[src/rtl/lab1_gate_sweeper.sv]
// Walks the lab 1 gate block through all four input vectors, samples its
// AND/OR/NOT outputs after a settle window and reports per-vector failures.
module lab1_gate_sweeper #(
    parameter int SETTLE = 2
) (
    input  logic       clk,
    input  logic       reset,
    input  logic       start,
    input  logic       obsAND,
    input  logic       obsOR,
    input  logic       obsNOT,
    output logic       drvA,
    output logic       drvB,
    output logic       busy,
    output logic       done,
    output logic       pass,
    output logic [2:0] errCount,
    output logic [3:0] failMask
);

    typedef enum logic [1:0] {IDLE, DRIVE, SAMPLE, DONE} state_t;

    localparam logic [3:0] CNT_LOAD = 4'(SETTLE - 1);

    state_t     state, state_nxt;
    logic [1:0] vec, vec_nxt;
    logic [3:0] cnt, cnt_nxt;
    logic [3:0] mask_nxt;
    logic [2:0] err_nxt;
    logic [2:0] exp_obs;
    logic       mismatch;

    // Case inequality so an X/Z on any observed output is treated as a fail.
    assign exp_obs  = {vec[1] & vec[0], vec[1] | vec[0], ~vec[1]};
    assign mismatch = ({obsAND, obsOR, obsNOT} !== exp_obs);

    always_comb begin
        state_nxt = state;
        vec_nxt   = vec;
        cnt_nxt   = cnt;
        mask_nxt  = failMask;
        err_nxt   = errCount;
        case (state)
            IDLE, DONE: begin
                if (start) begin
                    state_nxt = DRIVE;
                    vec_nxt   = 2'd0;
                    cnt_nxt   = CNT_LOAD;
                    mask_nxt  = 4'b0000;
                    err_nxt   = 3'd0;
                end
            end
            DRIVE: begin
                if (cnt == 4'd0) state_nxt = SAMPLE;
                else             cnt_nxt   = cnt - 4'd1;
            end
            SAMPLE: begin
                mask_nxt[vec] = mismatch;
                err_nxt       = errCount + 3'(mismatch);
                if (vec == 2'd3) begin
                    state_nxt = DONE;
                end else begin
                    state_nxt = DRIVE;
                    vec_nxt   = vec + 2'd1;
                    cnt_nxt   = CNT_LOAD;
                end
            end
            default: state_nxt = IDLE;
        endcase
    end

    always_ff @(posedge clk) begin
        if (reset) begin
            state    <= IDLE;
            vec      <= 2'd0;
            cnt      <= 4'd0;
            failMask <= 4'b0000;
            errCount <= 3'd0;
        end else begin
            state    <= state_nxt;
            vec      <= vec_nxt;
            cnt      <= cnt_nxt;
            failMask <= mask_nxt;
            errCount <= err_nxt;
        end
    end

    // vec is 0 in IDLE and stays at 3 in DONE, so it drives the gate inputs directly.
    assign drvA = vec[1];
    assign drvB = vec[0];
    assign busy = (state == DRIVE) || (state == SAMPLE);
    assign done = (state == DONE);
    assign pass = done && (errCount == 3'd0);

endmodule

[config.mk]
export PLATFORM = sky130hd
export DESIGN_NAME = lab1_gate_sweeper
export DESIGN_NICKNAME = d
export VERILOG_FILES = /design/src/rtl/lab1_gate_sweeper.sv
export SDC_FILE = /design/constraint.sdc
export NUM_CORES = 1
export LEC_CHECK = 0
export ABC_CLOCK_PERIOD_IN_PS = 1900
export CAP_MARGIN = 20
export CORE_UTILIZATION = 45
export CTS_CLUSTER_DIAMETER = 80
export DETAILED_ROUTE_END_ITERATION = 12
export PLACE_DENSITY_LB_ADDON = 0.05
export SLEW_MARGIN = 25
export SYNTH_ARGS = -nofsm -noshare
export SYNTH_HDL_FRONTEND = slang
export SYNTH_SLANG_ARGS = --single-unit
[constraint.sdc]
create_clock -name clk -period 1.9 [get_ports clk]
set_input_delay 0.285 -clock clk [delete_from_list [all_inputs] [get_ports clk]]
set_output_delay 0.285 -clock clk [all_outputs]
set_load 0.02 [all_outputs]
After elaboration in Yosys (flattened, before gate mapping). Index checks and enable logic that the tools add are counted. W data, S select, Z words.

$lt $le $gt $ge: 2. Equality and inequality tests: 9. Reduce and logical (&&, ||, !) cells: 12. Multiplexer cells: 18. $add $sub $neg: 3. Bitwise logic cells: 3.

Operators with widths (number): $mux W4 (4); $pmux W4 S3 (1); $mux W2 (5); $ne A2 B2 Y1 const B (4); $pmux W4 S2 (1); $eq A2 B2 Y1 const B (3); $pmux W2 S3 (1); $pmux W3 S2 (1); $reduce_and A3 Y1 (2); $bwmux W4 (1); $logic_not A4 Y1 (1); $pmux W2 S2 (1); $reduce_and A2 Y1 (2); $sub A4 B1 Y4 const B (1); $add A3 B1 Y3 (1); $logic_not A3 Y1 (1); $lt A2 B3 Y1 const B (1); $mux W3 (1); $nex A3 B3 Y1 (1); $add A2 B1 Y2 const B (1); $demux W1 S2 (1); $eq A2 B1 Y1 const B (1); $ge A2 B1 Y1 const B (1); $logic_and A1 B1 Y1 (2); other kinds (8) (8).

Register bits after elaboration: 15. Output and inout bits: 12.

Logic depth before layout (Yosys ltp).
Depth in word-level cells: 6. Mapped depth: 9. Mapped depth without buffers: 9.

Worst setup path before layout. No wires, ideal clock.

Kind: reg2reg. Start point: register vec[1]. End point: register errCount[1]. Stages on the path, launching flop included: 9. Setup slack: -53 ps. Library setup time: 128 ps. Path buffers: 1. Data required time: 1772 ps. Data arrival time: 1826 ps. Cells stage by stage: dfxtp_1 -> ha_1 -> buf_2 -> xnor2_1 -> nand3_1 -> ha_1 -> ha_1 -> a32oi_1 -> nor2_1.

Longest elaborated chain between the ends: 4. Elaborated cells on any way between the ends: 6.

Ends and longest elaborated chain: start: declaration (line 26) `logic [1:0] vec, vec_nxt;`; start signal: assignment (line 81) `vec <= vec_nxt;`; $or A1 B1 Y1, or another cell as far along (line 34) `assign exp_obs = {vec[1] & vec[0], vec[1] | vec[0], ~vec[1]};`; $nex A3 B3 Y1 * (line 35) `assign mismatch = ({obsAND, obsOR, obsNOT} !== exp_obs);`; $add A3 B1 Y3 * (line 59) `err_nxt = errCount + 3'(mismatch);`; $pmux W3 S2 * (line 43) `case (state)`; end signal: assignment (line 84) `errCount <= err_nxt;`; end: declaration (line 17) `output logic [2:0] errCount,`.

Every way passes the cells marked *; elsewhere a longest branch is shown, timed or not. A chain may end at the register's enable or synchronous reset.

Final worst setup path.
Start point: register state[0]. End point: output busy.

Longest elaborated chain between the ends: 2. Elaborated cells on any way between the ends: 3.

Ends and longest elaborated chain: start: declaration (line 25) `state_t state, state_nxt;`; start signal: assignment (line 80) `state <= state_nxt;`; $eq A2 B1 Y1 / $eq A2 B2 Y1 (equally long branches) (line 91) `assign busy = (state == DRIVE) || (state == SAMPLE);`; $logic_or A1 B1 Y1 * (line 91); end: declaration (line 14) `output logic busy,`.

Marked as above.

==> out/results.tsv <==
stage	metric	value	unit
run_status	status	finished, final reports clean	
detailed_routing	routed_via_density	5.42	
die	row_count	15	
power_and_ir_drop	pwr_density_cell	877	nW/um^2
timing	fmax	547	MHz
power_and_ir_drop	ir_worst_vdd	0.670	mV
logic_synthesis	synthArstFlopShare	0	%
clock_tree	numCtsBuffers	3	
cells_and_area	nets	150	
detailed_routing	drtIter0Drc	17	
logic_synthesis	ys_top_cells_by_area	dfxtp_1 33%, ha_1 16%, nor2_1 5.3%, inv_1 4.1%, nand2_1 3.7%	
power_and_ir_drop	p_leak	0.459	nW
clock_tree	clk_pin_slew	90	ps
die	io_pins	18	
worst_setup_path	cp_max_fo	7	
die	die_h	47.2	um
logic_synthesis	synth_warnings	0	
logic_synthesis	yosysSeqAreaShare	32.6	%
logic_synthesis	yosysTopAreaCell	dfxtp_1	
cells_and_area	stdcell_area	1180	um^2
clock_tree	clockBufferDepth	2	
cells_and_area	fill_cells	172	
logic_synthesis	syn-num-nets	129	
worst_setup_path	path_cells	inv_1 > ha_2 > inv_1 > dlygate4sd2_1	
worst_setup_path	crit_type	reg2out	
clock_tree	root_buffer	clkbuf_4	
logic_synthesis	netlist_area	921	um^2
timing	skew	0.516	ps
worst_setup_path	cp_num_buf_inv	3	
logic_synthesis	ys_ff_latch	15	
worst_setup_path	r2r_setup_slack	130	ps
place	numPortBuffers	17	
logic_synthesis	synth.top_cell.area_share	32.6	%
run	drv_cap	0	
worst_setup_path	worst_path_largest_cell_delay	410	ps
clock_tree	cts_setup_buffers	0	
die	start_util	50.6	%
clock_tree	clkLatencyLatePin	280	ps
worst_setup_path	critPathSlowestCell	dfxtp_1	
global_routing	grt_use_total	21.7	%
logic_synthesis	synth_edf_count	0	
timing	worst_pin_slew	455	ps
cells_and_area	drive_gt1_share	13.7	%
global_routing	overflow	0	
worst_setup_path	cp_common_cell	inv_1	
die	die-area	2230	um^2
worst_setup_path	critPathCaptureType	output pin	
clock_tree	cts_tree	done	
place	dp_hpwl	1510	um
clock_tree	cts_htree_levels	1	
detailed_routing	num_vias	845	
detailed_routing	wl_per_cell	13.1	um
logic_synthesis	synth.distinct_cells	33	
clock_tree	cts.sinks	15	
detailed_routing	ant_nets	0	
timing	fin_crit_sh	96.2	%
logic_synthesis	avgSynthCellArea	8.30	um^2
worst_setup_path	crit_required	1620	ps
global_routing	grt_max_degree	11	
timing	fin_tns_setup	0	ps
logic_synthesis	synth_cells	111	
detailed_routing	drc	0	
place	place_congestion	0.778	
detailed_routing	drt_pre_antenna_iters	4	
worst_setup_path	crit_path_start_kind	flip-flop	
timing	maxSlewHeadroom	69.4	%
timing	fin_crit	1830	ps
die	coreArea	1820	um^2
logic_synthesis	synth_top_flop_cell	dfxtp_1	
timing	hold_viol	0	
worst_hold_path	min_path_type	reg2reg	
worst_setup_path	crit_family	buffers and inverters	
cells_and_area	antenna_cells	0	
detailed_routing	routed_wl	2040	um
worst_setup_path	crit_arrival	1540	ps
timing	finalSetupViolations	0	
die	die-width	47.2	um
place	dpl_cell_area	1130	um^2
cells_and_area	post-route-util	64.9	%
timing	finalMaxSlewViolations	0	
global_routing	grt_pass1_wl	3320	um
cells_and_area	area_delta_synth_final	28.3	%
global_routing	antenna_found_initial	0	
global_routing	first_global_vias	770	
==> cell usage in the layout (no fill, tap or decap), drive strengths merged, types with 2 or more instances in the layout <==
cell           count
a211oi             2
a21oi              7
a22oi              2
a32oi              2
buf                3
clkbuf             4
clkdlybuf4s50     15
dfxtp             15
dlygate4sd2        2
ha                12
inv               10
nand2              9
nand3              3
nor2              13
nor2b              2
nor3               4
o21ai              5
o31ai              2
or3                2
xor2               3
==> per-stage QoR <==
| stage | hold slack [ps] | worst slack [ps] | std cells | total power [mW] |
|---|---|---|---|---|
| floorplan | 388 | 64.7 | 111 | 0.708 |
| global placement | 474 | 46.8 | 152 | 0.822 |
| detailed placement | 501 | -28.5 | 152 | 0.839 |
| CTS | 514 | 49.0 | 156 | 1.01 |
| global route | 540 | -0.535 | 156 | 1.12 |
| finish | 503 | 72.8 | 156 | 1.04 |
==> cells in the mapped netlist (all sizes together) (2+ instances only) <==
library cell	number
a211oi	2
or3	2
inv	10
nor2b	2
nand2	9
a32oi	2
ha	12
nor3	4
dfxtp	15
xor2	3
a22oi	2
buf	3
nand3	3
a21oi	7
nor2	13
o21ai	5
o31ai	2
==> power breakdown <==
part	switching, mW	leakage (nW)	internal, mW
Clock	0.107	0.0150	0.0816
Combinational	0.268	0.321	0.198
Sequential	0.0339	0.123	0.347
==> per-layer routing <==
metal  routed length, um  global-route usage (%)  up-vias
li1                    -                       -      433
met1                1030                    30.2      394
met2                 918                    31.8       16
met3                  72                    6.92        2
met4                  18                    6.86        0
met5                   0                       0        -
==> state kept, by name, indices dropped and copies added (netlist names) <==
signal,flops
state,2
errCount,3
cnt,4
vec,2
failMask,4
==> timing repair <==
item / 4_1_cts / 5_1_grt
endpoints found under the setup margin: 2 / 10
gates resized for setup: 2 / 8
hold buffers: 0 / 0
pin swaps: 0 / 0
==> cell families (layout without fill, tap and decap cells) <==
kind of cell               count (synthesis)  count (layout)  share of synthesized area [%]
AOI/OAI and AO/OA                         25              25                           18.6
buffers and inverters                     14              34                           6.11
DFF                                       15              15                           32.6
adders and majority gates                 12              12                           16.3
muxes                                      1               1                           1.22
xor gates and xnor gates                   4               4                           3.81
and+or+nand+nor                           40              40                           21.3
==> worst reg2reg max path, delay by kind of cell (launching register included) <==
kind	cells	cell delay, ps
flops	1	380
simple gates	2	210
fa+ha+maj	3	690
xor+xnor	1	210
compound gates	1	190
==> worst paths after layout <==
kind | startpoint | end | cells after the start
worst min register to register | cnt[0] | cnt[0] | 1
worst max-delay path | state[0] | busy | 4
worst max register to register | vec[1] | errCount[1] | 7
worst min-delay path | cnt[0] | cnt[0] | 1
==> area by class of cell <==
cell class | count | area [um^2] | share of cell area, %
multi-input cells | 82 | 588 | 49.8
repair buffers | 20 | 190 | 16.1
well taps | 25 | 31.3 | 2.65
flip-flops and latches | 15 | 308 | 26.1
inverters | 10 | 37.5 | 3.18
clock buffers | 4 | 26.3 | 2.22
Power figures use the tool's default switching activity.
